[src/rtl/vend_arbiter.sv]
// Two-port vending arbiter: round-robin grant of a shared dispenser, coin
// accumulation in 5-unit steps, dispense with change, and idle-timeout refund.
module vend_arbiter #(
    parameter int unsigned TIMEOUT_CYC = 8
) (
    input  logic       clk,
    input  logic       rst,
    input  logic [1:0] req,
    input  logic [1:0] sel,
    input  logic [1:0] din_a,
    input  logic [1:0] din_b,
    output logic [1:0] grant,
    output logic       busy,
    output logic [1:0] drinks_out,
    output logic       change_out,
    output logic [1:0] refund_out
);

    typedef enum logic [1:0] {IDLE, SERVE, DISPENSE} state_t;

    localparam logic [7:0] TO_LAST = 8'(TIMEOUT_CYC - 1);

    state_t     state;
    logic [1:0] credit;
    logic [7:0] idle_cnt;
    logic       last_b;
    logic       port_b;
    logic       sel_hi;

    logic [1:0] coin;
    logic       coin_ok;
    logic [2:0] coin_val;
    logic [2:0] sum;
    logic [2:0] price;
    logic       owner_req;
    logic       pick_b;

    always_comb begin
        coin      = port_b ? din_b : din_a;
        coin_ok   = (coin == 2'd1) || (coin == 2'd2);
        coin_val  = coin_ok ? {1'b0, coin} : 3'd0;
        sum       = {1'b0, credit} + coin_val;
        price     = sel_hi ? 3'd2 : 3'd1;
        owner_req = port_b ? req[1] : req[0];
        // On a tie, the port that was not served last wins.
        pick_b    = (req == 2'b11) ? ~last_b : req[1];
    end

    always_ff @(posedge clk) begin
        drinks_out <= '0;
        change_out <= 1'b0;
        refund_out <= '0;
        if (rst) begin
            state    <= IDLE;
            credit   <= '0;
            idle_cnt <= '0;
            last_b   <= 1'b1;
            port_b   <= 1'b0;
            sel_hi   <= 1'b0;
            grant    <= '0;
            busy     <= 1'b0;
        end else begin
            case (state)
                IDLE: begin
                    if (req != '0) begin
                        port_b   <= pick_b;
                        sel_hi   <= pick_b ? sel[1] : sel[0];
                        credit   <= '0;
                        idle_cnt <= '0;
                        grant    <= pick_b ? 2'b10 : 2'b01;
                        busy     <= 1'b1;
                        state    <= SERVE;
                    end
                end
                SERVE: begin
                    if (sum >= price) begin
                        drinks_out <= sel_hi ? 2'd2 : 2'd1;
                        change_out <= ((sum - price) == 3'd1);
                        state      <= DISPENSE;
                    end else if (coin_ok) begin
                        credit   <= sum[1:0];
                        idle_cnt <= '0;
                    end else if (!owner_req && credit == '0) begin
                        grant <= '0;
                        busy  <= 1'b0;
                        state <= IDLE;
                    end else if (idle_cnt == TO_LAST) begin
                        refund_out <= credit;
                        credit     <= '0;
                        grant      <= '0;
                        busy       <= 1'b0;
                        state      <= IDLE;
                    end else begin
                        idle_cnt <= idle_cnt + 8'd1;
                    end
                end
                DISPENSE: begin
                    last_b <= port_b;
                    credit <= '0;
                    grant  <= '0;
                    busy   <= 1'b0;
                    state  <= IDLE;
                end
                default: state <= IDLE;
            endcase
        end
    end

endmodule

[config.mk]
export PLATFORM = sky130hd
export DESIGN_NAME = vend_arbiter
export DESIGN_NICKNAME = d
export VERILOG_FILES = /design/src/rtl/vend_arbiter.sv
export SDC_FILE = /design/constraint.sdc
export NUM_CORES = 1
export LEC_CHECK = 0
export ABC_CLOCK_PERIOD_IN_PS = 3690
export CELL_PAD_IN_SITES_DETAIL_PLACEMENT = 1
export CELL_PAD_IN_SITES_GLOBAL_PLACEMENT = 2
export CORE_UTILIZATION = 32
export DETAILED_ROUTE_END_ITERATION = 6
export GPL_ROUTABILITY_DRIVEN = 1
export PLACE_DENSITY = 0.78
export SLEW_MARGIN = 20
export SYNTH_ARGS = -nofsm -noshare
export SYNTH_HDL_FRONTEND = slang
export SYNTH_SLANG_ARGS = --single-unit
[constraint.sdc]
create_clock -name clk -period 3.69 [get_ports clk]
set_clock_uncertainty 0.05 [all_clocks]
set_input_delay 0.5535 -clock clk [delete_from_list [all_inputs] [get_ports clk]]
set_output_delay 0.5535 -clock clk [all_outputs]
set_load 0.01 [all_outputs]
Word-level counts from Yosys, hierarchy flattened. Cells that the tools add are included.

Register bits after elaboration: 23. Bits in latches: 0. Memory bits (writable): 0. Bits in read-only memories: 0. Input bits: 10. Output and inout bits: 8. Logic and storage cells: 84. Memories: 0.

Add/sub/neg operators: 3. $mul: 0. Divide/modulo/power cells: 0. $lt $le $gt $ge: 1. Eq/ne operators: 16. Shifts and indexed selects: 0. Multiplexer cells: 34. Bitwise logic cells: 4. Reduce and logical (&&, ||, !) cells: 15.

Operators by type and width (number): 8-bit two-way mux (5); 2-bit two-way mux (16); 8-bit one-hot mux with 2 select lines (1); 3-bit != test, second input constant (5); 5-bit AND reduction (3); 2-bit one-hot mux with 3 select lines (2); 8-bit by 1-bit adder with 8-bit output, second input constant (1); 8-bit by 3-bit == test with 1-bit output, second input constant (1); 1-bit two-way mux (8); 2-bit == test, second input constant (3); 2-bit != test, second input constant (3); 6-bit OR reduction (1); 2-bit by 1-bit == test with 1-bit output, second input constant (2); 2-bit logical NOT (2); 4-bit != test, second input constant (1); 1-bit inverter (4); 2-bit one-hot mux with 2 select lines (1); 2-bit nonzero test (2); 2-bit by 2-bit adder with 3-bit output (1); 3-bit by 1-bit == test with 1-bit output, second input constant (1); 3-bit by 2-bit >= comparator with 1-bit output (1); 1-bit one-hot mux with 3 select lines (1); 3-bit AND reduction (1); 3-bit nonzero test (1); other kinds (6) (6).

Depth between registers and ports, before layout.
Word-level depth: 8. Gate-level depth with buffers: 14. Mapped depth without buffers: 13.

Worst setup path after synthesis. Ideal clock, no wire load.

Kind: register to register. From: register port_b. To: register idle_cnt[6]. Arrival time: 3056 ps. Data required time: 3566 ps. Slack: 510 ps. Cell stages (with the launch flop): 15. Path buffers: 1. Cell sequence: dfxtp_1 clkbuf_1 mux2i_1 inv_1 ha_1 ha_1 inv_1 fa_1 inv_1 ha_1 nand2_1 o221ai_1 nor4_2 a41oi_1 a31oi_1.

Longest elaborated chain between the ends: 8. Elaborated cells between the ends (all ways): 17. Classes of those cells: add/sub: 1; order compare: 1; eq/ne: 5; mux: 6; reduce/logical: 4.

RTL lines: from (decl) (RTL line 27) `logic port_b;`; from (signal assigned) (RTL line 66) `port_b <= pick_b;`; 2-bit two-way mux (RTL line 39) `coin = port_b ? din_b : din_a;`; 2-bit by 1-bit == test with 1-bit output or 2-bit == test (tied branches) (RTL line 40) `coin_ok = (coin == 2'd1) || (coin == 2'd2);`; 1-bit logical OR (RTL line 40); 2-bit two-way mux (RTL line 41) `coin_val = coin_ok ? {1'b0, coin} : 3'd0;`; 2-bit by 2-bit adder with 3-bit output (RTL line 42) `sum = {1'b0, credit} + coin_val;`; 3-bit by 2-bit >= comparator with 1-bit output (RTL line 76) `if (sum >= price) begin`; 2-bit != test (no line); 5-bit AND reduction (no line); to (signal assigned) (RTL line 94) `idle_cnt <= idle_cnt + 8'd1;`; to (decl) (RTL line 25) `logic [7:0] idle_cnt;`.

Several ways; a longest one is shown, not always the timed one. The select of a mux whose other input is x is not followed. A chain may end at the register's enable or synchronous reset.

Final worst setup path.
From: input port din_b[0]. To: register grant[0].

Longest elaborated chain between the ends: 8. Elaborated cells between the ends (all ways): 10. Classes of those cells: add/sub: 1; order compare: 1; eq/ne: 4; mux: 2; reduce/logical: 2.

RTL lines: from (decl) (RTL line 11) `input logic [1:0] din_b,`; 2-bit two-way mux (*) (RTL line 39); 2-bit by 1-bit == test with 1-bit output or 2-bit == test (tied branches) (RTL line 40); 1-bit logical OR (RTL line 40); 2-bit two-way mux (RTL line 41); 2-bit by 2-bit adder with 3-bit output (RTL line 42); 3-bit by 2-bit >= comparator with 1-bit output (RTL line 76); 2-bit != test (no line); 5-bit AND reduction (no line) (*); to (signal assigned) (RTL line 70) `grant <= pick_b ? 2'b10 : 2'b01;`; to (decl) (RTL line 12) `output logic [1:0] grant,`.

Every way passes the cells marked *; elsewhere a longest branch is shown, timed or not.

==> flow_summary_export.csv <==
group,metric,value,unit
yosys,synth-edff-count,0,
yosys,synth_common_cells,"dfxtp_1, inv_1, ha_1, nor2_1, a21oi_1",
power,swShare,0.353,
sta,finalMaxSlewViolations,0,
run,drv_cap,0,
yosys,synthTopCellsByArea,"dfxtp_1, ha_1, inv_1",
grt,grt_pass1_vias,1165,
yosys,syn-num-nets,175,
routing,vias,1174,
worst_setup_path,criticalPathCategory,"input pin to flop",
yosys,synth-seq-cells,23,
placed_design,place_ws,-0.0625,ns
layout,area_growth,20.9,%
power,pwr_density_cell,445,nW/µm²
routing,vias_per_cell,5.29,
routing,ant_nets,0,
yosys,yosys_warnings,0,
yosys,syn_area_per_cell,8.74,µm²
placed_design,dp.cells,218,
grt,grt_start_max_net_pins,19,
routing,drt-total-wl,3210,µm
yosys,yosysSeqAreaShare,0.344,
power,leakagePower,0.603,nW
sta,fmax,0.292,GHz
yosys,syn_inst,153,
cts,numCtsBuffers,3,
routing,drtIter0Drc,39,
grt,gr-total-overflow,0,
sta,hold_viol,0,
yosys,async_reset_ff_frac,0,
power,p_seq_frac,0.397,
yosys,netlist_area,1340,µm²
power,p_clk_frac,0.223,
placed_design,place.gp.congestion,0.782,
hold_path,hold_path_class,"flop to flop",
floorplan,dieArea,4440,µm²
floorplan,coreArea,4000,µm²
grt,grt_use_total,0.161,
floorplan,die_w,66.7,µm
routing,dr.pass1.iters,4,
sta,worst_slack,0.268,ns
cts,tritoncts,"done",
cts,hold_buffers,0,
power,comb_power_share,0.379,
sta,slew_headroom,0.526,
worst_setup_path,arrival,3.51,ns
power,p_int,0.465,mW
layout,antenna_cells,0,
power,irDropWorstVdd,0.163,mV
status,run_status,"finished clean",
cts,cts_sinks,23,
layout,layout.nets,195,
yosys,synth_cell_type_count,44,
routing,drt-wirelength-per-cell,14.5,µm
cts,post_cts.resized_instances,0,
cts,insertion_delay,0.27,ns
sta,setup_viol_count_final,0,
cts,cts_setup_buffers,0,
floorplan,rows,23,
grt,antenna_found_initial,0,
yosys,synth_flop_cell,"dfxtp_1",
cts,htree_levels,1,
floorplan,io_pins,18,
placed_design,portBuffers,17,
placed_design,hpwl,2570,µm
cts,cts_root_buf,"clkbuf_8",
worst_setup_path,critical_path.max_fanout,5,
yosys,yosys.area.top_type,"dfxtp_1",
worst_setup_path,critPathRequiredTime,3.78,ns
cts,clk_pin_slew_worst_paths,0.09,ns
power,power_switching,0.254,mW
layout,layout-drive-gt1-share,0.0698,
routing,drc,0,
yosys,synth_top_area_frac,0.344,
worst_setup_path,critPathLaunchType,"input pin",
floorplan,die_h,66.7,µm
sta,grt_setup_unrepaired,"no",
floorplan,start_util,0.334,
grt,grt_pass1_wl,5300,µm
worst_setup_path,worstSetupEndpointType,"flop",
sta,post-route-min-period,3.42,ns
layout,stdcell_count,222,
yosys,yosys.cell_count.top_type,"dfxtp_1",
cts,cts.path.max_buffers,2,
sta,fin_crit_sh,0.927,
sta,worst_pin_slew,0.709,ns
-- power by group through the flow --
stage          Sequential [mW]  Combinational, mW  Clock [mW]
3_3_place_gp             0.290              0.269           0
3_5_place_dp             0.292              0.274           0
4_1_cts                  0.286              0.275       0.170
5_1_grt                  0.289              0.307       0.180
2_1_floorplan            0.292              0.186           0
6_report                 0.286              0.273       0.161
-- metal layers --
layer,global-route usage,part of all wire
met1,0.210,0.49
met2,0.258,0.47
met3,0.0205,0.022
met4,0.0798,0.019
met5,0,0
-- logic make-up (layout without fill, tap and decap cells) --
family / after synthesis / count (layout) / synth area share
buffers and inverters: 20 / 39 / 0.0561
multiplexers: 5 / 5 / 0.0374
AND/OR/NAND/NOR: 53 / 53 / 0.223
XOR/XNOR: 1 / 1 / 0.00655
AO/OA/AOI/OAI: 39 / 39 / 0.210
adder cells (fa/ha/maj): 12 / 12 / 0.123
flip-flops: 23 / 23 / 0.344
-- cell usage in the layout, fill, tap and decap left out, drive strengths merged, types with 3 or more instances in the layout --
cell type	instances
and3	3
o21ai	4
a21oi	9
nor3	6
nor4	4
dfxtp	23
inv	16
a211oi	4
a31oi	5
nand2	8
clkdlybuf4s50	17
o21a	4
nor2	10
mux2i	5
nor2b	4
nand3	3
ha	10
clkbuf	3
or3	4
-- sequential cells by signal (all words and copies together), names as in the netlist --
signal	count
idle_cnt	8
last_b	1
sel_hi	1
refund_out	2
credit	2
busy	1
drinks_out	2
state	2
grant	2
port_b	1
change_out	1
-- critical path: stages --
cell and delay (ns):
clkdlybuf4s50_1 0.40, mux2i_1 0.19, inv_1 0.08, ha_1 0.18, ha_1 0.17, inv_1 0.06
fa_1 0.44, inv_1 0.11, ha_1 0.24, nand2_1 0.06, o221ai_1 0.21, buf_4 0.22
a211oi_4 0.29, mux2i_1 0.23, nor2_1 0.05
-- cell type report --
cell class | instances | area (µm²)
fill | 476 | 2380
multi-input combinational | 110 | 802
sequential | 23 | 460
timing repair buffer | 19 | 185
tap | 50 | 62.6
inverter | 16 | 60.1
clock buffer | 3 | 41.3
clock inverter | 1 | 5.00
-- per-stage QoR --
stage	setup TNS, ns	cell area, µm²	total power [mW]	hold WS [ns]	utilization
floorplan	0	1340	0.477	0.373	-
global placement	0	1570	0.560	0.393	0.393
detailed placement	-0.0715	1570	0.566	0.406	0.393
CTS	0	1620	0.732	0.419	0.404
global route	0	1620	0.776	0.456	0.404
finish	0	1620	0.719	0.417	0.404
-- worst paths after layout --
check	from	to	slack [ns]	depth (start not counted)
max reg2reg	port_b$_SDFFE_PP0P_	grant[0]$_SDFFE_PP0P_	0.37	14
min reg2reg	sel_hi$_SDFFE_PP0P_	drinks_out[0]$_SDFF_PP0_	0.42	1
min	sel_hi$_SDFFE_PP0P_	drinks_out[0]$_SDFF_PP0_	0.42	1
max	din_b[0]	grant[0]$_SDFFE_PP0P_	0.27	15
(Power assumes the default switching activity.)
